<file path="config.mk">
export PLATFORM = sky130hd
export DESIGN_NAME = fir_ctrl_gen
export DESIGN_NICKNAME = d
export VERILOG_FILES = /design/src/rtl/fir_ctrl_gen_pkg.sv /design/src/rtl/fir_ctrl_gen_wrap_counter.sv /design/src/rtl/fir_ctrl_gen.sv
export SDC_FILE = /design/constraint.sdc
export NUM_CORES = 1
export LEC_CHECK = 0
export ABC_AREA = 1
export CAP_MARGIN = 20
export CORE_UTILIZATION = 39
export CTS_BUF_LIST = sky130_fd_sc_hd__clkbuf_2 sky130_fd_sc_hd__clkbuf_4 sky130_fd_sc_hd__clkbuf_8
export DETAILED_ROUTE_END_ITERATION = 10
export PLACE_DENSITY = 0.75
export SYNTH_ARGS = -nofsm -noshare
export SYNTH_HDL_FRONTEND = slang
export SYNTH_SLANG_ARGS = --single-unit
</file>
<file path="constraint.sdc">
create_clock -name clk -period 5.3 [get_ports clk]
set_clock_uncertainty 0.15 [all_clocks]
set_input_delay 0.53 -clock clk [delete_from_list [all_inputs] [get_ports clk]]
set_output_delay 0.53 -clock clk [all_outputs]
set_load 0.01 [all_outputs]
</file>
<file path="src/rtl/fir_ctrl_gen_pkg.sv">
// fir_ctrl_pkg: shared types and register-map helpers for the FIR sequencer.
//   op_t    - ALU opcode issued on the op output
//   state_t - sequencer FSM states
//   *_base / acc_reg / temp_reg / zero_reg - register-file map as a function
//   of the tap count and register-file address width.
package fir_ctrl_pkg;

  typedef enum logic [2:0] {
    OP_NOP   = 3'b000,
    OP_COPY  = 3'b001,
    OP_LOAD1 = 3'b010,
    OP_LOAD2 = 3'b011,
    OP_ADD   = 3'b100,
    OP_SUB   = 3'b101,
    OP_MUL   = 3'b110
  } op_t;

  typedef enum logic [2:0] {
    S_IDLE,
    S_EIDLE,
    S_LOADC,
    S_LOADD,
    S_MUL,
    S_ACC,
    S_DONE
  } state_t;

  function automatic int out_reg(input int ntaps, input int reg_aw);
    return 0;
  endfunction

  function automatic int samp_base(input int ntaps, input int reg_aw);
    return 1;
  endfunction

  function automatic int coef_base(input int ntaps, input int reg_aw);
    return ntaps + 1;
  endfunction

  function automatic int acc_reg(input int ntaps, input int reg_aw);
    return 2 * ntaps + 1;
  endfunction

  function automatic int temp_reg(input int ntaps, input int reg_aw);
    return 2 * ntaps + 2;
  endfunction

  function automatic int zero_reg(input int ntaps, input int reg_aw);
    return (1 << reg_aw) - 1;
  endfunction

endpackage

</file>
<file path="src/rtl/fir_ctrl_gen_wrap_counter.sv">
// wrap_counter: modulo-MAX counter with explicit wrap compare, so MAX need
// not be a power of two.
//   MAX   - modulus (>= 2)
//   DIR   - 0 counts up (MAX-1 -> 0), 1 counts down (0 -> MAX-1)
//   clk   - rising-edge clock
//   rst   - synchronous active-high reset to 0
//   clr   - synchronous clear to 0
//   en    - step one position in direction DIR
//   count - current value
module wrap_counter #(
  parameter int MAX = 4,
  parameter bit DIR = 1'b0
) (
  input  logic                   clk,
  input  logic                   rst,
  input  logic                   clr,
  input  logic                   en,
  output logic [$clog2(MAX)-1:0] count
);

  localparam int CW = $clog2(MAX);
  localparam logic [CW-1:0] LAST = CW'(MAX - 1);

  always_ff @(posedge clk) begin
    if (rst || clr) begin
      count <= '0;
    end else if (en) begin
      if (DIR == 1'b0) count <= (count == LAST) ? '0 : count + 1'b1;
      else             count <= (count == '0)   ? LAST : count - 1'b1;
    end
  end

endmodule

</file>
<file path="src/rtl/fir_ctrl_gen.sv">
// fir_ctrl_gen: sequencer for an NTAPS-tap multiply / alternating-accumulate
// FIR datapath. Turns dr (sample ready) and lc (load coefficient) levels into
// per-cycle register-file/ALU commands.
//   clk, rst          - rising-edge clock, synchronous active-high reset
//   dr, lc            - data-ready and load-coefficient levels
//   overflow          - ALU overflow for the op issued this cycle
//   cnt_up, clear     - pulse per accepted sample / per coefficient load
//   modwait, err      - busy (not IDLE/EIDLE) / in error idle
//   op,src1,src2,dest - ALU opcode and register indices
//   coef_ready        - NTAPS coefficients loaded since reset
// Optional build macro FIR_CTRL_DRQ_EN: one-deep queue for a sample whose dr
// rising edge arrives while a computation is in flight.
module fir_ctrl_gen
  import fir_ctrl_pkg::*;
#(
  parameter int NTAPS  = 4,
  parameter int REG_AW = 4
) (
  input  logic              clk,
  input  logic              rst,
  input  logic              dr,
  input  logic              lc,
  input  logic              overflow,
  output logic              cnt_up,
  output logic              clear,
  output logic              modwait,
  output logic [2:0]        op,
  output logic [REG_AW-1:0] src1,
  output logic [REG_AW-1:0] src2,
  output logic [REG_AW-1:0] dest,
  output logic              err,
  output logic              coef_ready
);

  if (NTAPS < 2 || (2 * NTAPS + 3) > (1 << REG_AW)) begin : g_param_check
    $error("fir_ctrl_gen: NTAPS=%0d does not fit REG_AW=%0d", NTAPS, REG_AW);
  end

  localparam int CW = $clog2(NTAPS);
  localparam int SW = CW + 1;
  localparam int KW = $clog2(NTAPS + 1);

  localparam logic [REG_AW-1:0] OUT_A  = REG_AW'(out_reg(NTAPS, REG_AW));
  localparam logic [REG_AW-1:0] SAMP_A = REG_AW'(samp_base(NTAPS, REG_AW));
  localparam logic [REG_AW-1:0] COEF_A = REG_AW'(coef_base(NTAPS, REG_AW));
  localparam logic [REG_AW-1:0] ACC_A  = REG_AW'(acc_reg(NTAPS, REG_AW));
  localparam logic [REG_AW-1:0] TEMP_A = REG_AW'(temp_reg(NTAPS, REG_AW));
  localparam logic [REG_AW-1:0] ZERO_A = REG_AW'(zero_reg(NTAPS, REG_AW));
  localparam logic [CW-1:0]     LAST_T = CW'(NTAPS - 1);

  state_t          state, nxt;
  op_t             op_c;
  logic [CW-1:0]   w, c, t, s;
  logic [KW-1:0]   cc;
  logic [SW-1:0]   st_sum, st_idx;
  logic            w_dec, c_inc, t_clr, t_inc, s_ld, pend_clr;
  logic            take;
  state_t          done_next;

  wrap_counter #(.MAX(NTAPS), .DIR(1'b1)) u_w (
    .clk(clk), .rst(rst), .clr(1'b0), .en(w_dec), .count(w));
  wrap_counter #(.MAX(NTAPS), .DIR(1'b0)) u_c (
    .clk(clk), .rst(rst), .clr(1'b0), .en(c_inc), .count(c));
  wrap_counter #(.MAX(NTAPS), .DIR(1'b0)) u_t (
    .clk(clk), .rst(rst), .clr(t_clr), .en(t_inc), .count(t));

  assign coef_ready = (cc == KW'(NTAPS));
  assign op         = op_c;

  // Slot of the tap-t sample: newest sample at s, older ones at s+1, s+2, ...
  always_comb begin
    st_sum = {1'b0, s} + {1'b0, t};
    st_idx = (st_sum >= SW'(NTAPS)) ? st_sum - SW'(NTAPS) : st_sum;
  end

`ifdef FIR_CTRL_DRQ_EN
  logic dr_q, pending, dbl, busy, rise, pend_eff, dbl_eff;

  always_comb begin
    busy     = (state == S_MUL) || (state == S_ACC) || (state == S_DONE);
    rise     = dr && !dr_q;
    pend_eff = pending || (busy && rise);
    dbl_eff  = dbl || (busy && rise && pending);
    // A queued sample is written even if dr has since dropped.
    take     = dr || pending;
    if (dbl_eff)       done_next = S_EIDLE;
    else if (pend_eff) done_next = S_LOADD;
    else               done_next = S_IDLE;
  end

  always_ff @(posedge clk) begin
    if (rst) begin
      dr_q    <= 1'b0;
      pending <= 1'b0;
      dbl     <= 1'b0;
    end else begin
      dr_q <= dr;
      if (nxt == S_EIDLE || pend_clr) begin
        pending <= 1'b0;
        dbl     <= 1'b0;
      end else if (busy && rise) begin
        pending <= 1'b1;
        if (pending) dbl <= 1'b1;
      end
    end
  end
`else
  always_comb begin
    take      = dr;
    done_next = S_IDLE;
  end
`endif

  always_comb begin
    nxt      = state;
    op_c     = OP_NOP;
    src1     = '0;
    src2     = '0;
    dest     = '0;
    cnt_up   = 1'b0;
    clear    = 1'b0;
    modwait  = 1'b1;
    err      = 1'b0;
    w_dec    = 1'b0;
    c_inc    = 1'b0;
    t_clr    = 1'b0;
    t_inc    = 1'b0;
    s_ld     = 1'b0;
    pend_clr = 1'b0;
    case (state)
      S_IDLE, S_EIDLE: begin
        modwait = 1'b0;
        err     = (state == S_EIDLE);
        if (dr)      nxt = coef_ready ? S_LOADD : S_EIDLE;
        else if (lc) nxt = S_LOADC;
      end
      S_LOADC: begin
        op_c  = OP_LOAD2;
        dest  = COEF_A + REG_AW'(c);
        clear = 1'b1;
        c_inc = 1'b1;
        nxt   = S_IDLE;
      end
      S_LOADD: begin
        if (take) begin
          op_c     = OP_LOAD1;
          dest     = SAMP_A + REG_AW'(w);
          cnt_up   = 1'b1;
          s_ld     = 1'b1;
          w_dec    = 1'b1;
          t_clr    = 1'b1;
          pend_clr = 1'b1;
          nxt      = S_MUL;
        end else begin
          nxt = S_EIDLE;
        end
      end
      S_MUL: begin
        op_c = OP_MUL;
        src1 = SAMP_A + REG_AW'(st_idx);
        src2 = COEF_A + REG_AW'(t);
        dest = TEMP_A;
        nxt  = overflow ? S_EIDLE : S_ACC;
      end
      S_ACC: begin
        op_c  = t[0] ? OP_SUB : OP_ADD;
        src1  = (t == '0) ? ZERO_A : ACC_A;
        src2  = TEMP_A;
        dest  = ACC_A;
        t_inc = 1'b1;
        if (overflow)         nxt = S_EIDLE;
        else if (t == LAST_T) nxt = S_DONE;
        else                  nxt = S_MUL;
      end
      S_DONE: begin
        op_c = OP_COPY;
        src1 = ACC_A;
        dest = OUT_A;
        nxt  = overflow ? S_EIDLE : done_next;
      end
      default: begin
        modwait = 1'b0;
        nxt     = S_IDLE;
      end
    endcase
  end

  always_ff @(posedge clk) begin
    if (rst) begin
      state <= S_IDLE;
      s     <= '0;
      cc    <= '0;
    end else begin
      state <= nxt;
      if (s_ld) s <= w;
      if (c_inc && !coef_ready) cc <= cc + 1'b1;
    end
  end

endmodule

</file>
# After elaboration in Yosys (flattened, before gate mapping)
# Cells that the tools add are included.
# word_totals
out_inout_bits	20
elab_cells	62
regBits	14
# op_classes
eq_ne	10
muxes	27
n_lt_le_gt_ge	1
n_reduce_logical	8
addsub	10
# op_table
op	count
case mux 3 bit (5 select lines)	2
2-to-1 mux 3 bit	8
case mux 4 bit (4 select lines)	1
equality test 3 bit, second input constant	4
2-to-1 mux 2 bit	6
case mux 4 bit (3 select lines)	1
adder 3 x 2 -> 4 bit, first input constant	2
2-to-1 mux 1 bit	8
case mux 4 bit (2 select lines)	1
equality test 3 x 2 -> 1 bit, second input constant	2
OR reduction 5 bit	1
adder 1 x 3 -> 4 bit, first input constant	1
adder 2 x 1 -> 2 bit, second input constant	2
equality test 2 bit, second input constant	2
zero test 2 bit	2
adder 1 x 2 -> 3 bit, first input constant	1
adder 2 x 2 -> 3 bit	1
adder 3 x 1 -> 3 bit, second input constant	1
equality test 3 x 1 -> 1 bit, second input constant	1
>= comparator 3 bit, second input constant	1
zero test 3 bit	1
inequality test 3 bit, second input constant	1
subtractor 3 bit, second input constant	1
OR reduction 2 bit	1
4 further kinds	4

# Depth between registers and ports, before layout
# Gate-level depths: netlist of the first run.
# logic_depth
word_depth	5
ltp_mapped	8

# Hierarchy
# Synthesis of the first run repeated with hierarchy kept, for this count alone.
# unflattened
hier_cells	164
hier_area_um2	1101.1
# modules_own_cells
mod	cells_each	instances	area_each_um2
fir_ctrl_gen	120	1	802.0
wrap_counter at u_c ...	14	2	97.6
wrap_counter at u_w	16	1	103.8

# Worst setup path before layout of the first run
# No wires, ideal clock.
# synth_timing
path_type	register -> output
start	register u_t.count[0]
end	output src1[1]
path_stages_with_launch	8
t_required_ps	4620
setup_slack_ps	3085
arrival_ps	1535
path_cell_list	dfxtp_1 > ha_1 > inv_1 > fa_1 > inv_1 > ha_1 > nand3_1 > o21ai_0
# synth_between
elab_chain_len	5
word_cells_on_any_way	8
cone_classes	add/sub: 3; order compare: 1; mux: 3; reduce/logical: 1
# synth_rtl
element	line	rtl
start, declared	fir_ctrl_gen_wrap_counter.sv:18	output logic [$clog2(MAX)-1:0] count
start signal, assigned	fir_ctrl_gen_wrap_counter.sv:28	if (DIR == 1'b0) count <= (count == LAST) ? '0 : count + 1'b1;
start signal, assigned	fir_ctrl_gen_wrap_counter.sv:29	else count <= (count == '0) ? LAST : count - 1'b1;
adder 2 x 2 -> 3 bit	fir_ctrl_gen.sv:72	st_sum = {1'b0, s} + {1'b0, t};
subtractor 3 bit or >= comparator 3 bit (tied branches)	fir_ctrl_gen.sv:73	st_idx = (st_sum >= SW'(NTAPS)) ? st_sum - SW'(NTAPS) : st_sum;
2-to-1 mux 3 bit	fir_ctrl_gen.sv:73	
adder 1 x 3 -> 4 bit	fir_ctrl_gen.sv:160	src1 = SAMP_A + REG_AW'(st_idx);
case mux 4 bit (3 select lines) *	fir_ctrl_gen.sv:130	case (state)
end, declared	fir_ctrl_gen.sv:28	output logic [REG_AW-1:0] src1,
# Mark *: on every way between the ends. The rest lies on a longest branch, timed or not.

# Worst setup path in the final report of the first run
# Same ends and word-level chain as after synthesis.

==> flow_metrics.tcl, run 1 <==
set metrics [dict create \
    status "finished, final reports clean" \
    drt_iter0_drc 9 \
    worstSetupStartpointType "register" \
    rows 17 \
    wl_met2_mm 1.11 \
    synthSimpleGateAreaFrac_pct 31.6 \
    ant_nets 0 \
    synth_common_cells "nand2_1 (35), inv_1 (17), dfxtp_1 (14), nor2_1 (14), a21oi_1 (10)" \
    synthTopCellsByArea "dfxtp_1 (28%), nand2_1 (13%), ha_1 (11%)" \
    cp.buffers_inverters 3 \
    hold_class "register to register" \
    p_leak_nw 0.572 \
    worstSetupPathType "register to primary output" \
    crit_required_ns 4.62 \
    ys_warn_count 0 \
    ys_async_sr_fraction_pct 0 \
    synthXorXnorAreaFrac_pct 0.889 \
    comb_power_share_pct 20.2 \
    synth_top_family_by_area "simple AND/OR/NAND/NOR gates" \
    nets 179 \
    switchingPower_uw 58.3 \
    drive_above_1_share_pct 8.64 \
    p_sw_share_pct 27.3 \
    postCtsHoldBufs 0 \
    root_buffer "clkbuf_4" \
    synth.most_common_cell "nand2_1" \
    routedLengthMet1_um 937 \
    design_area_mm2 0.00125 \
    end_kind "primary output" \
    synth_compound_area_share_pct 13.6 \
    worst_pin_slew_ns 0.442 \
    htreeDepth 1 \
    wl_per_cell_um 11.5 \
    crit_fanout 5 \
    fin_crit_sh_pct 58.5 \
    clk_path_buf_depth 2 \
    cts_made_buffers 3 \
    netlist_area_um2 985 \
    area_delta_synth_final_pct 26.8 \
    start_util_pct 42.9 \
    viasPerCell 5.03 \
    cell_internal_pwr_uw 155 \
    synth_top_area_cell "dfxtp_1" \
    clock_sinks 14 \
    grt_pass1_wl_mm 3.48 \
    peakVddDrop_mv 0.195 \
    synth_cells 138 \
    core_mm2 0.00230 \
    setup_viol 0 \
    synth_ff_type "dfxtp_1" \
    fin_total_pwr_uw 214 \
    tritoncts "built" \
    fp.dieW_um 52.2 \
    io_buffers 24 \
    clkPwrFrac_pct 26.2 \
    period_needed_ns 3.10 \
    synth_seq_cells 14 \
    synth_edf_count 0 \
    yosysSeqAreaShare_pct 28.5 \
    arrival_ns 2.42 \
    cts_setup_buffers 0 \
    slowest_stage "clkdlybuf4s50_1" \
    wirelength_mm 2.18 \
    power_frac_seq_pct 53.6 \
    grt_pass1_vias 871 \
    slew_headroom_pct 70.5 \
    synth-adder-area-share_pct 13.5 \
    rsz0062_at_grt "no" \
    hold_violations 0 \
    crit_family "adder cells" \
    clock_latency_ns 0.26 \
    die_area_mm2 0.00273 \
    routed.top_layer "met4" \
    grtUsageTotal_pct 17.2 \
    grt_max_degree 14 \
    antenna_found_initial 0 \
    clkTransAtPathRegs_ns 0.08 \
    overflow 0 \
    dpl.hpwl_mm 1.74 \
    crit_path_max_incr_delay_ns 0.58 \
    power_density_mw_per_mm2 171 \
    fp.dieH_um 52.2 \
    synth_area_per_cell_um2 7.14 \
    vias 956 \
    fmax_mhz 323 \
    diodes 0 \
    crit_chain "ha_1 > inv_1 > fa_1 > inv_1 > ha_1 > nand3_1 > o21ai_0 > clkdlybuf4s50_1" \
    yosysTopAreaCellShare_pct 28.5 \
    dpl_cell_area_mm2 0.00123 \
    drv_slew 0 \
    synthMuxAreaShare_pct 0 \
    fin_setup_tns_ns 0 \
    dr_wl_met3_um 90 \
    drc 0 \
    drt_first_pass_iters 4 \
    synthesis.nets 153 \
    routabilityCongestion 0.880 \
    cts_resized 0 \
    ys_types 23 \
    io_pins 25 \
    drv_cap 0 \
]
cells by family after synthesis:
group / after synthesis
AO/OA/AOI/OAI: 24
XOR/XNOR: 1
adder cells (fa/ha/maj): 10
buffers and inverters: 25
flip-flops: 14
AND/OR/NAND/NOR: 64
metal layers:
| metal | up-vias | GRT usage, % |
|---|---|---|
| li1 | 490 | - |
| met1 | 439 | 19.8 |
| met2 | 23 | 30.3 |
| met3 | 4 | 2.32 |
| met4 | 0 | 9.65 |
| met5 | - | 0 |
final cells by class:
type | count | area (µm²)
well taps | 28 | 35.0
flip-flops and latches | 14 | 280
fillers | 238 | 1050
multi-input cells | 99 | 587
inverters | 22 | 83.8
clock buffers | 3 | 22.5
repair buffers | 24 | 240
final timing paths:
check | cells after the start | start | slack, ns | to
setup reg to reg | 7 | state[1]$_SDFFE_PP0P_ | 3.70 | state[0]$_SDFFE_PP0P_
hold / removal | 2 | s[0]$_SDFFE_PP0P_ | 0.33 | s[0]$_SDFFE_PP0P_
hold reg to reg | 2 | s[0]$_SDFFE_PP0P_ | 0.33 | s[0]$_SDFFE_PP0P_
setup / recovery | 8 | u_t.count[0]$_SDFFE_PP0N_ | 2.20 | src1[1]
sequential cells by signal (all words and copies together), names as in the netlist:
signal and flops:
u_c.count 2, u_w.count 2, s 2, u_t.count 2, state 3, cc 3
cells in the final DEF (no fill, tap or decap), types with 2 or more instances in the layout:
cell type / instances
nand3_1: 8
nand2_1: 35
dfxtp_1: 14
a21oi_1: 10
inv_1: 17
ha_1: 9
inv_2: 4
nand3_4: 2
clkbuf_4: 3
nor2_1: 14
o21a_1: 2
clkdlybuf4s50_1: 24
o21ai_0: 9
per-stage QoR:
step / hold WS (ns) / instances / utilization [%] / worst slack, ns
2_1_floorplan: 0.293 / 138 / - / 3.09
3_3_place_gp: 0.307 / 187 / 53.4 / 2.50
3_5_place_dp: 0.314 / 187 / 53.4 / 2.43
4_1_cts: 0.327 / 190 / 54.4 / 2.16
5_1_grt: 0.361 / 190 / 54.4 / 2.07
6_report: 0.326 / 190 / 54.4 / 2.20
worst register-to-register path, delay by kind of cell (launching register included):
kind	cells	cell delay, ns
buffers and inverters	1	0.13
and+or+nand+nor	6	0.63
DFF	1	0.60
power by group through the flow:
stage / combinational, mW / clock, mW / sequential [mW]
finish: 0.0431 / 0.0560 / 0.115
detailed placement: 0.0433 / 0 / 0.117
floorplan: 0.0270 / 0 / 0.114
global placement: 0.0418 / 0 / 0.117
CTS: 0.0435 / 0.0582 / 0.114
global route: 0.0479 / 0.0621 / 0.115
No activity file was read; power rests on OpenSTA's default activity.
==> inputs of run 2 (changes only) <==
--- a/config.mk
+++ b/config.mk
@@ -10,7 +10,7 @@
 export CORE_UTILIZATION = 39
 export CTS_BUF_LIST = sky130_fd_sc_hd__clkbuf_2 sky130_fd_sc_hd__clkbuf_4 sky130_fd_sc_hd__clkbuf_8
 export DETAILED_ROUTE_END_ITERATION = 10
-export PLACE_DENSITY = 0.75
+export PLACE_DENSITY = 0.77
 export SYNTH_ARGS = -nofsm -noshare
 export SYNTH_HDL_FRONTEND = slang
 export SYNTH_SLANG_ARGS = --single-unit
==> constraint.sdc (replaced) <==
create_clock -name clk -period 2.8 [get_ports clk]
set_clock_uncertainty 0.15 [all_clocks]
set_input_delay 0.28 -clock clk [delete_from_list [all_inputs] [get_ports clk]]
set_output_delay 0.28 -clock clk [all_outputs]
set_load 0.01 [all_outputs]
==> run 2 against run 1 <==
Against the previous run: die area stayed put; clock power grew to 2.7 times the previous value; critical path depth down 3; power increased by 110%; non-clock buffer count unchanged; sequential cell count unchanged; register-to-register slack lost 2.5 ns; largest power group unchanged.
==> flow_metrics.tcl, run 2 (synthesis results as in run 1) <==
set metrics [dict create \
    dpl.cell_count 187 \
    crit_path_max_incr_delay_ns 0.60 \
    instances_no_fill 191 \
    grt_pass1_vias 847 \
    worst_pin_slew_ns 0.440 \
    cell_internal_pwr_uw 324 \
    wl_met2_mm 1.06 \
    period_needed_ns 2.50 \
    hold_path_end "u_c.count[1]$_SDFFE_PP0P_" \
    n_fill_cell 238 \
    final_cell_mix "nand2_1 (35), clkdlybuf4s50_1 (22), inv_1 (17)" \
    io_buffers 24 \
    status "finished, final reports clean" \
    overflow 0 \
    end_kind "primary output" \
    drt_first_pass_iters 6 \
    top_regs "cc x3, state x3" \
    fmax_mhz 401 \
    fp.dieH_um 52.2 \
    crit_family "buffers and inverters" \
    postCtsHoldBufs 0 \
    root_buffer "clkbuf_4" \
    grt_pass1_wl_mm 3.62 \
    clk_path_buf_depth 2 \
    crit_fanout 13 \
    vias 956 \
    routed.top_layer "met4" \
    io_pins 25 \
    rsz0062_at_grt "no" \
    crit_chain "inv_2 > nand3_2 > nand2_1 > o21bai_1 > clkdlybuf4s50_1" \
    wl_per_cell_um 11.3 \
    comb_power_share_pct 18.2 \
    hold_violations 0 \
    fp.dieW_um 52.2 \
    r2r_cells 7 \
    drive_above_1_share_pct 9.82 \
    cp.buffers_inverters 2 \
    start_util_pct 42.9 \
    clkTransAtPathRegs_ns 0.09 \
    routabilityCongestion 0.805 \
    holdPathStages 2 \
    clkPwrFrac_pct 33.3 \
    r2r_slack_ns 1.19 \
    worstSetupStartpointType "register" \
    setup_viol 0 \
    worst_r2r_endpoint "state[0]$_SDFFE_PP0P_" \
    area_delta_synth_final_pct 28.8 \
    wirelength_mm 2.17 \
    viasPerCell 5.01 \
    drv_cap 0 \
    grtUsageTotal_pct 18.2 \
    p_leak_nw 0.617 \
    grt_max_degree 14 \
    ant_nets 0 \
    arrival_ns 2.07 \
    fin_crit_sh_pct 89.1 \
    tritoncts "built" \
    drt_iter0_drc 28 \
    hold_class "register to register" \
    hp-start "u_c.count[1]$_SDFFE_PP0P_" \
    slowest_stage "dfxtp_1" \
    slew_headroom_pct 70.6 \
    die_area_mm2 0.00273 \
    worstSetupPathType "register to primary output" \
    rows 17 \
    p_sw_share_pct 27.6 \
    fin_setup_tns_ns 0 \
    cts_made_buffers 3 \
    diodes 0 \
    dpl.hpwl_mm 1.68 \
    routedLengthMet1_mm 1.01 \
    final_common_cell "nand2_1" \
    nets 179 \
    peakVddDrop_mv 0.190 \
    clock_sinks 14 \
    dr_wl_met3_um 84 \
    crit_required_ns 2.37 \
    switchingPower_uw 123 \
    antenna_found_initial 0 \
    drc 0 \
    clock_latency_ns 0.29 \
    htreeDepth 1 \
    r2r-start "state[1]$_SDFFE_PP0P_" \
    cp.depth 5 \
    core_mm2 0.00230 \
    power_frac_seq_pct 48.5 \
    power_density_mw_per_mm2 352 \
    drv_slew 0 \
]
## run 2: cell types whose count changed in the layout (fill, tap and decap cells not counted), sizes merged
cell and delta:
dlymetal6s2s +2, clkdlybuf4s50 -2, clkbuf +1
## run 2: what timing repair did
action | in CTS | in global routing
resized for setup | 1 | 2
setup endpoints to repair | 1 | 2
buffers inserted | 0 | 0
## run 2: final cells by class
type	instances	area, µm²	share of cell area (%)
inverters	22	83.8	6.61
clock buffers	4	36.3	2.86
multi-input cells	99	587	46.3
flip-flops and latches	14	282	22.2
well taps	28	35.0	2.76
repair buffers	24	245	19.3
## run 2: per-layer routing
layer  vias up  GRT usage (%)
li1        494              -
met1       435           22.9
met2        25           29.9
met3         2           2.90
met4         0           8.77
met5         -              0
## run 2: metrics by stage
stage / setup slack [ns] / cell area, µm² / utilization [%] / power, mW / hold slack [ns]
finish: 0.304 / 1270 / 55.2 / 0.447 / 0.324
global route: 0.155 / 1270 / 55.2 / 0.473 / 0.348
CTS: 0.00784 / 1260 / 55.0 / 0.454 / 0.329
detailed placement: 0.271 / 1230 / 53.4 / 0.303 / 0.316
global placement: 0.334 / 1230 / 53.4 / 0.300 / 0.307
floorplan: 0.835 / 985 / - / 0.268 / 0.199
## run 2: worst min-delay path, delay by kind of cell, from the launching register on
kind	cells	cell delay, ns
AOI/OAI and AO/OA	1	0.05
DFF	1	0.32
and+or+nand+nor	1	0.06
## run 2: worst max-delay path by stage
stage | to | from
final | src1[0] | state[1]$_SDFFE_PP0P_
after global routing | src1[0] | state[1]$_SDFFE_PP0P_
after CTS | src1[1] | u_t.count[0]$_SDFFE_PP0N_
after detailed placement | src1[1] | u_t.count[0]$_SDFFE_PP0N_
after global placement | src1[1] | u_t.count[0]$_SDFFE_PP0N_
after floorplan | src1[1] | u_t.count[0]$_SDFFE_PP0N_
## run 2: power by group through the flow
| stage | logic, mW | clock network (mW) | registers, mW |
|---|---|---|---|
| finish | 0.0812 | 0.149 | 0.217 |
| global route | 0.0920 | 0.163 | 0.218 |
| CTS | 0.0820 | 0.155 | 0.217 |
| detailed placement | 0.0813 | 0 | 0.222 |
| global placement | 0.0793 | 0 | 0.221 |
| floorplan | 0.0511 | 0 | 0.217 |
==> inputs of run 3 (changes only) <==
--- a/config.mk
+++ b/config.mk
@@ -6,11 +6,13 @@
 export NUM_CORES = 1
 export LEC_CHECK = 0
 export ABC_AREA = 1
-export CAP_MARGIN = 20
-export CORE_UTILIZATION = 39
+export CAP_MARGIN = 40
+export CELL_PAD_IN_SITES_DETAIL_PLACEMENT = 0
+export CELL_PAD_IN_SITES_GLOBAL_PLACEMENT = 1
+export CORE_UTILIZATION = 32
 export CTS_BUF_LIST = sky130_fd_sc_hd__clkbuf_2 sky130_fd_sc_hd__clkbuf_4 sky130_fd_sc_hd__clkbuf_8
 export DETAILED_ROUTE_END_ITERATION = 10
-export PLACE_DENSITY = 0.77
+export PLACE_DENSITY = 0.87
 export SYNTH_ARGS = -nofsm -noshare
 export SYNTH_HDL_FRONTEND = slang
 export SYNTH_SLANG_ARGS = --single-unit
==> run 3 against run 2 <==
Against the previous run: the flow now finishes with violations (design-rule violations); non-clock buffer count stayed put; clock power is 24% lower; first-iteration DRC count is 3.6% higher; count of clock-buffer cells in the layout is 1 lower; power is 8.1% lower; hold slack better by 0.0020 ns; core utilization is 11 points lower; global-route usage is 3.2 points lower; sequential share of layout area is 0.24 points higher; critical path depth is 3 higher; largest cell class unchanged; largest power group unchanged.
==> flow_metrics.tcl, run 3 (synthesis results as in run 1) <==
set metrics [dict create \
    ant_nets 0 \
    startpoint "u_t.count[0]$_SDFFE_PP0N_" \
    drive_above_1_share_pct 9.26 \
    dpl.hpwl_mm 1.79 \
    postCtsHoldBufs 0 \
    antenna_found_initial 0 \
    peakVddDrop_mv 0.232 \
    diodes 0 \
    drv_cap 0 \
    cts_made_buffers 3 \
    n_fill_cell 316 \
    power_density_mw_per_mm2 327 \
    tritoncts "built" \
    rsz0062_at_grt "no" \
    io_pins 25 \
    clk_path_buf_depth 2 \
    r2r-start "state[1]$_SDFFE_PP0P_" \
    clkTransAtPathRegs_ns 0.08 \
    overflow 0 \
    final_common_cell "nand2_1" \
    io_buffers 24 \
    hold_class "register to register" \
    holdWs_ns 0.326 \
    drc 2 \
    wirelength_mm 2.28 \
    worstSetupStartpointType "register" \
    die_area_mm2 0.00330 \
    drt_first_pass_iters 8 \
    cts_setup_buffers 0 \
    wl_per_cell_um 11.8 \
    slowest_stage "fa_1" \
    core_mm2 0.00283 \
    clock_sinks 14 \
    p_leak_nw 0.596 \
    slew_headroom_pct 72.4 \
    clock_latency_ns 0.28 \
    crit_chain "ha_1 > inv_1 > fa_1 > inv_1 > ha_1 > nand3_1 > o21ai_0 > dlygate4sd2_1" \
    start_util_pct 34.8 \
    failed_checks "design-rule violations" \
    period_needed_ns 2.52 \
    routabilityCongestion 0.769 \
    fp.dieH_um 57.5 \
    hold_violations 0 \
    grt_max_degree 14 \
    fmax_mhz 396 \
    worst_pin_slew_ns 0.413 \
    drv_slew 0 \
    vias 934 \
    fin_crit_sh_pct 90.1 \
    grt_pass1_vias 883 \
    status "complete, but fails checks" \
    arrival_ns 2.09 \
    end_kind "primary output" \
    drt_iter0_drc 29 \
    root_buffer "clkbuf_4" \
    area_delta_synth_final_pct 27.4 \
    fp.dieW_um 57.5 \
    hp-start "s[0]$_SDFFE_PP0P_" \
    crit_fanout 5 \
    worstSetupPathType "register to primary output" \
    crit_required_ns 2.37 \
    nets 179 \
    multiInputGateArea_um2 587 \
    setup_viol 0 \
    grtUsageTotal_pct 15.0 \
    grt_pass1_wl_mm 3.87 \
    htreeDepth 1 \
    crit_path_max_incr_delay_ns 0.48 \
    top_regs "cc x3, state x3" \
    viasPerCell 4.84 \
    seq_area_um2 282 \
    rows 19 \
    final_cell_mix "nand2_1 (35), clkdlybuf4s50_1 (22), inv_1 (17)" \
    fin_setup_tns_ns 0 \
]
==> run 3: area by class of cell <==
class	instances	share of cell area, %
Tap cell	31	3.09
Clock buffer	3	1.79
Sequential cell	14	22.4
Timing Repair Buffer	24	19.2
Multi-Input combinational cell	99	46.8
Inverter	22	6.68
==> run 3: metrics by stage <==
step                utilization [%]  total power [mW]  std cells  area, µm²  setup slack [ns]
global route                   44.4             0.433        193       1250             0.161
CTS                            44.2             0.414        193       1250             0.114
detailed placement             43.5             0.303        190       1230             0.243
finish                         44.4             0.411        193       1250             0.276
floorplan                         -             0.268        138        985             0.835
global placement               43.5             0.301        190       1230             0.340
==> run 3: critical path, delay by kind of cell, from the launching register on <==
kind                     cells  cell delay [ns]
flip-flops                   1             0.37
adder cells (fa/ha/maj)      3             0.91
buffers and inverters        3             0.39
AND/OR/NAND/NOR              1             0.08
AO/OA/AOI/OAI                1             0.08
==> run 3: timing repair <==
action	4_1_cts	5_1_grt
gates resized for setup	1	2
setup endpoints to repair	1	1
cloned	0	0
==> run 3: path summary, 6_finish.rpt <==
path / end / slack (ns) / cells after the start
min: s[0]$_SDFFE_PP0P_ / 0.33 / 2
max: src1[1] / 0.28 / 8
min reg2reg: s[0]$_SDFFE_PP0P_ / 0.33 / 2
max reg2reg: state[0]$_SDFFE_PP0P_ / 1.23 / 7
==> run 3: report_power, final <==
group / switching [mW] / leakage, nW / internal, mW
Sequential: 0.0102 / 0.114 / 0.206
Combinational: 0.0432 / 0.468 / 0.0384
Clock: 0.0631 / 0.0138 / 0.0499
==> run 3: metal layers <==
| layer | GRT usage (%) | up-vias | routed length, µm |
|---|---|---|---|
| met1 | 19.9 | 415 | 1100 |
| met3 | 2.04 | 2 | 91 |
| met4 | 2.09 | 0 | 10 |
| met5 | 0 | - | 0 |
| met2 | 26.2 | 24 | 1080 |
| li1 | - | 493 | - |
